--- config.mk ---
export PLATFORM = sky130hd
export DESIGN_NAME = ls_unit
export DESIGN_NICKNAME = d
export VERILOG_FILES = /design/src/rtl/ls_unit.sv
export SDC_FILE = /design/constraint.sdc
export NUM_CORES = 1
export LEC_CHECK = 0
export ABC_CLOCK_PERIOD_IN_PS = 2000
export CORE_AREA = 2 2 131 133
export CTS_BUF_LIST = sky130_fd_sc_hd__clkbuf_16
export CTS_CLUSTER_SIZE = 25
export DETAILED_ROUTE_END_ITERATION = 10
export DIE_AREA = 0 0 133 135
export PLACE_DENSITY_LB_ADDON = 0.12
export SYNTH_ARGS = -nofsm -noshare
export SYNTH_HDL_FRONTEND = slang
export SYNTH_SLANG_ARGS = --single-unit
--- constraint.sdc ---
create_clock -name clk_i -period 2 [get_ports clk_i]
set_input_delay 0.4 -clock clk_i [delete_from_list [all_inputs] [get_ports clk_i]]
set_output_delay 0.4 -clock clk_i [all_outputs]
set_load 0.05 [all_outputs]
--- src/rtl/ls_unit.sv ---
// Memory-access stage: takes one EX result, performs at most one load/store
// on the data-memory port and hands the writeback payload to WB.
module ls_unit #(
    parameter int XLEN   = 32,
    parameter int MASK_W = 4
) (
    input  logic              clk_i,
    input  logic              rst_i,
    input  logic              m_valid_i,
    output logic              m_ready_o,
    input  logic              m_wenReg_i,
    input  logic [4:0]        m_rd_i,
    input  logic [XLEN-1:0]   m_res_i,
    input  logic [XLEN-1:0]   m_src2_i,
    input  logic              m_wenMem_i,
    input  logic              m_renMem_i,
    input  logic [MASK_W-1:0] m_mask_i,
    input  logic              m_is_load_signed_i,
    output logic              mem_req_valid_o,
    input  logic              mem_req_ready_i,
    output logic              mem_req_we_o,
    output logic [XLEN-1:0]   mem_req_addr_o,
    output logic [XLEN-1:0]   mem_req_wdata_o,
    output logic [MASK_W-1:0] mem_req_wstrb_o,
    input  logic              mem_resp_valid_i,
    output logic              mem_resp_ready_o,
    input  logic [XLEN-1:0]   mem_resp_rdata_i,
    input  logic              mem_resp_err_i,
    output logic              w_valid_o,
    input  logic              w_ready_i,
    output logic              w_wenReg_o,
    output logic [4:0]        w_rd_o,
    output logic [XLEN-1:0]   w_data_o,
    output logic              w_err_o
);

    typedef enum logic [1:0] {IDLE, REQ, RESP, OUT} state_e;

    state_e              state_q, state_d;
    logic [4:0]          rd_q, rd_d;
    logic [XLEN-1:0]     addr_q, addr_d;
    logic [XLEN-1:0]     sdata_q, sdata_d;
    logic [MASK_W-1:0]   mask_q, mask_d;
    logic                sgn_q, sgn_d;
    logic                store_q, store_d;
    logic                wen_q, wen_d;
    logic                err_q, err_d;
    logic [XLEN-1:0]     data_q, data_d;

    logic                mem_op;
    logic                misaligned;
    logic [XLEN-1:0]     lane;
    logic [XLEN-1:0]     load_val;

    assign mem_op     = m_wenMem_i | m_renMem_i;
    // Half needs addr[0]=0; word additionally needs addr[1]=0.
    assign misaligned = (m_mask_i[1] & m_res_i[0])
                      | (m_mask_i[3] & m_res_i[1]);

    assign lane = mem_resp_rdata_i >> {addr_q[1:0], 3'b000};

    always_comb begin
        load_val = lane;
        if (!mask_q[3] && mask_q[1])
            load_val = {{(XLEN-16){sgn_q & lane[15]}}, lane[15:0]};
        else if (!mask_q[3])
            load_val = {{(XLEN-8){sgn_q & lane[7]}}, lane[7:0]};
    end

    always_comb begin
        state_d = state_q;
        rd_d    = rd_q;
        addr_d  = addr_q;
        sdata_d = sdata_q;
        mask_d  = mask_q;
        sgn_d   = sgn_q;
        store_d = store_q;
        wen_d   = wen_q;
        err_d   = err_q;
        data_d  = data_q;
        unique case (state_q)
            IDLE: begin
                if (m_valid_i) begin
                    rd_d    = m_rd_i;
                    addr_d  = m_res_i;
                    sdata_d = m_src2_i;
                    mask_d  = m_mask_i;
                    sgn_d   = m_is_load_signed_i;
                    store_d = m_wenMem_i;
                    data_d  = m_res_i;
                    wen_d   = m_wenReg_i & ~m_wenMem_i;
                    err_d   = 1'b0;
                    if (!mem_op) begin
                        state_d = OUT;
                    end else if (misaligned) begin
                        state_d = OUT;
                        err_d   = 1'b1;
                        wen_d   = 1'b0;
                        data_d  = '0;
                    end else begin
                        state_d = REQ;
                    end
                end
            end
            REQ: begin
                if (mem_req_ready_i)
                    state_d = RESP;
            end
            RESP: begin
                if (mem_resp_valid_i) begin
                    state_d = OUT;
                    if (mem_resp_err_i) begin
                        err_d  = 1'b1;
                        wen_d  = 1'b0;
                        data_d = '0;
                    end else if (!store_q) begin
                        data_d = load_val;
                    end
                end
            end
            OUT: begin
                if (w_ready_i)
                    state_d = IDLE;
            end
            default: state_d = IDLE;
        endcase
    end

    always_ff @(posedge clk_i) begin
        if (rst_i) begin
            state_q <= IDLE;
            rd_q    <= '0;
            addr_q  <= '0;
            sdata_q <= '0;
            mask_q  <= '0;
            sgn_q   <= 1'b0;
            store_q <= 1'b0;
            wen_q   <= 1'b0;
            err_q   <= 1'b0;
            data_q  <= '0;
        end else begin
            state_q <= state_d;
            rd_q    <= rd_d;
            addr_q  <= addr_d;
            sdata_q <= sdata_d;
            mask_q  <= mask_d;
            sgn_q   <= sgn_d;
            store_q <= store_d;
            wen_q   <= wen_d;
            err_q   <= err_d;
            data_q  <= data_d;
        end
    end

    assign m_ready_o        = (state_q == IDLE);
    assign mem_req_valid_o  = (state_q == REQ);
    assign mem_resp_ready_o = (state_q == RESP);
    assign w_valid_o        = (state_q == OUT);

    assign mem_req_we_o    = store_q;
    assign mem_req_addr_o  = {addr_q[XLEN-1:2], 2'b00};
    assign mem_req_wdata_o = sdata_q << {addr_q[1:0], 3'b000};
    assign mem_req_wstrb_o = store_q ? (mask_q << addr_q[1:0]) : '0;

    assign w_wenReg_o = wen_q;
    assign w_rd_o     = rd_q;
    assign w_data_o   = data_q;
    assign w_err_o    = err_q;

endmodule

==> results.py <==
metrics = {
    "timing": {
        "slew_headroom": 0.638,
        "final_count_of_hold_timing_violations": 0,
        "worst_slew_pin_slew_ps": 541,
        "report.final.setup_viol": 0,
        "worst_clock_skew_ps": 5.46,
        "fmaxAchievable_mhz": 502,
        "final_period_minus_worst_setup_slack_ps": 1990,
        "rsz_0062_raised_after_global_routing": "yes",
        "slew_viol_final": 0,
        "worst_hold_slack_ps": 452,
        "period_share": 0.997,
        "layout_setup_ws_ps": 6.91,
    },
    "final_layout": {
        "flow.area_growth_from_synthesis_pct": 58.7,
        "fillerInstances": 1444,
        "layout_utilization": 0.552,
        "postLayoutCellArea_mm2": 0.00905,
        "multi_input_comb_area_mm2": 0.00320,
        "register_area_mm2": 0.00223,
        "fin_nets": 1030,
        "share_of_final_layout_standard_cells_stronger_than_drive_strength_1": 0.211,
        "n_antenna_cell": 0,
    },
    "yosys": {
        "synth.mux.area_fraction": 0.0693,
        "ys_seq_area_frac": 0.389,
        "synthesis.area_mm2": 0.00571,
        "synthAdderAreaFrac": 0.00877,
        "yosys_reg_bits": 111,
        "synth.cells.most_frequent": "177 x sky130_fd_sc_hd__nand2_1, 118 x sky130_fd_sc_hd__a21oi_1, 111 x sky130_fd_sc_hd__dfxtp_1",
        "synth_compound_area_frac": 0.259,
        "largest_family_of_logic_cells_by_synthesized_area": "compound AO/OA/AOI/OAI gates",
        "synthesis.area_per_instance_um2": 7.97,
        "share_of_synthesized_registers_carrying_an_async_set_or_reset": 0,
        "synthTopCellsByArea": "sky130_fd_sc_hd__dfxtp_1 39%, sky130_fd_sc_hd__nand2_1 12%, sky130_fd_sc_hd__a21oi_1 10%",
        "yosys.area_share.simple": 0.175,
        "synth_area_leader_cell": "sky130_fd_sc_hd__dfxtp_1",
        "post_synth_inst_count": 716,
        "synth_xor_area_frac": 0.00154,
        "synth_most_common_cell": "sky130_fd_sc_hd__nand2_1",
        "ys_types": 49,
        "synth-warning-count": 0,
        "synth_edf_count": 0,
        "postSynth.topFlopCell": "sky130_fd_sc_hd__dfxtp_1",
        "synth_top_area_share": 0.389,
    },
    "power": {
        "ir_drop_mv": 0.641,
        "power_w": 0.0120,
        "power.density_mw_per_mm2": 1330,
        "lkg_pwr_nw": 3.34,
    },
    "die": {
        "dieArea_mm2": 0.0180,
        "rows": 47,
        "die_w_um": 133,
        "fp.dieH_um": 135,
        "placeableCoreArea_mm2": 0.0164,
        "pin_count": 228,
        "initial_core_util": 0.348,
    },
    "routing": {
        "drtAntennaViolNets": 0,
        "drt-wirelength-per-cell_um": 18.3,
        "detail_route.vias_per_cell": 5.25,
        "detailedRoute.firstPassIterationCount": 5,
        "routed-via-count": 5948,
        "number_of_design_rule_violations_left_after_detail_routing": 0,
        "first_iter_violations": 314,
        "postRouteWirelength_mm": 20.7,
    },
    "clocking": {
        "clkTransAtPathRegs_ps": 80,
        "clkLatencyLatePin_ps": 360,
        "htree_levels": 3,
        "cts_root_buf": "sky130_fd_sc_hd__clkbuf_16",
        "clkSinkCount": 111,
        "cts_buffers": 9,
        "clock_path_buffers": 2,
        "post_cts_hold_buffer_count": 0,
        "tritoncts": "built",
    },
    "critical_path": {
        "cp-startpoint": "addr_q[1]",
        "timing.critical_path.to": "mem_req_wdata_o[28]",
        "crit_type": "flip-flop to primary output",
        "crit-reg2reg-capture": "w_data_o[13]",
        "crit_path_start_kind": "flip-flop",
        "register_to_register_setup_slack_ps": 80,
        "cp.arrival_ps": 1590,
        "critical_path_required_ps": 1600,
        "timing.reg2reg.worst_path_depth": 7,
        "end_kind": "primary output",
        "worstReg2RegStart": "addr_q[1]",
        "path_max_fanout": 8,
    },
    "global_route": {
        "global_route.usage.total": 0.224,
        "number_of_global_route_vias_before_repair": 5693,
        "grt_start_max_net_pins": 76,
        "grt_pass1_wl_mm": 31.8,
        "grt-ovfl-total": 0,
        "grt_antenna_before_repair": 0,
    },
    "place": {
        "dp.final_hpwl_mm": 14.9,
        "dp_slack_ps": -138,
        "io_buffer_count": 225,
        "gp_congestion": 0.917,
        "placedInstanceArea_mm2": 0.00836,
    },
    "run": {
        "max_cap_viol_count": 0,
    },
    "run_status": {
        "run_status": "finished clean",
    },
    "hold_path": {
        "worst_min_delay_path_class": "flip-flop to flip-flop",
    },
}
-- state kept, by name, summed over array words and instances, names as in the netlist --
register	count
w_err_o	1
mem_req_we_o	1
sdata_q	32
sgn_q	1
w_rd_o	5
w_data_o	32
mask_q	4
addr_q	32
state_q	2
w_wenReg_o	1
-- how the worst min path moves through the flow --
stage                           start     endpoint  slack, ps  cells after the start
after floorplan           sdata_q[24]  sdata_q[24]        430                      2
after global placement    sdata_q[24]  sdata_q[24]        440                      2
after detailed placement  sdata_q[30]  sdata_q[30]        450                      2
after CTS                 sdata_q[30]  sdata_q[30]        460                      2
after global routing        addr_q[3]    addr_q[3]        470                      2
final                     sdata_q[30]  sdata_q[30]        450                      2
-- per-stage QoR --
step / setup TNS (ps) / std cells
after floorplan: -723 / 717
after global placement: -918 / 1104
after detailed placement: -1710 / 1104
after CTS: -47.4 / 1123
after global routing: -355 / 1134
final: 0 / 1134
-- layout make-up --
type	count	share of cell area
Multi-Input combinational cell	505	0.354
Timing Repair Buffer	277	0.335
Sequential cell	111	0.246
Tap cell	220	0.0304
Clock buffer	9	0.0249
Clock inverter	6	0.00691
Inverter	6	0.00249
-- report_power, final --
| part | internal, W | total, W | switching, W |
|---|---|---|---|
| clock network | 0.000961 | 0.00181 | 0.000848 |
| registers | 0.00275 | 0.00317 | 0.000412 |
| logic | 0.00274 | 0.00703 | 0.00430 |
| total | 0.00645 | 0.0120 | 0.00556 |
-- routing by layer --
layer,vias to the layer above,share of wire,track usage
li1,2872,-,-
met1,2827,0.42,0.286
met2,219,0.48,0.366
met3,30,0.075,0.0634
met4,0,0.021,0.0765
met5,-,0,0
-- what timing repair did --
action / in CTS / in global routing
gates resized for setup: 28 / 20
buffers inserted: 2 / 10
gates cloned: 2 / 1
endpoints found under the setup margin: 24 / 41
pin swaps: 6 / 4
-- kinds of logic (layout without fill, tap and decap cells) --
| logic type | Yosys count | after routing |
|---|---|---|
| and+or+nand+nor | 234 | 234 |
| AOI/OAI and AO/OA | 227 | 227 |
| DFF | 111 | 111 |
| buffers and inverters | 101 | 298 |
| muxes | 37 | 37 |
| adders and majority gates | 4 | 4 |
| other | 1 | 2 |
| xor gates and xnor gates | 1 | 1 |
-- worst max-delay path: stages, from the launching register on --
cell and delay [ps]:
sky130_fd_sc_hd__dfxtp_4 440, sky130_fd_sc_hd__bufbuf_16 280, sky130_fd_sc_hd__nor2b_1 50, sky130_fd_sc_hd__a211oi_2 260, sky130_fd_sc_hd__a21oi_4 50, sky130_fd_sc_hd__buf_6 160
-- cell usage in the layout, fill, tap and decap left out, drive strengths merged, types with 7 or more instances in the layout --
cell type      count
o2bb2ai            8
nor2b             20
o211ai             8
o21ai             12
a211oi            16
a311oi            24
clkbuf            11
and2              11
buf              100
mux2              10
dfxtp            111
a22oi             17
a211o              8
clkdlybuf4s50    172
a21oi            119
nor2              16
nand2            177
mux2i             26
a32oi              7
(Power assumes the default switching activity.)
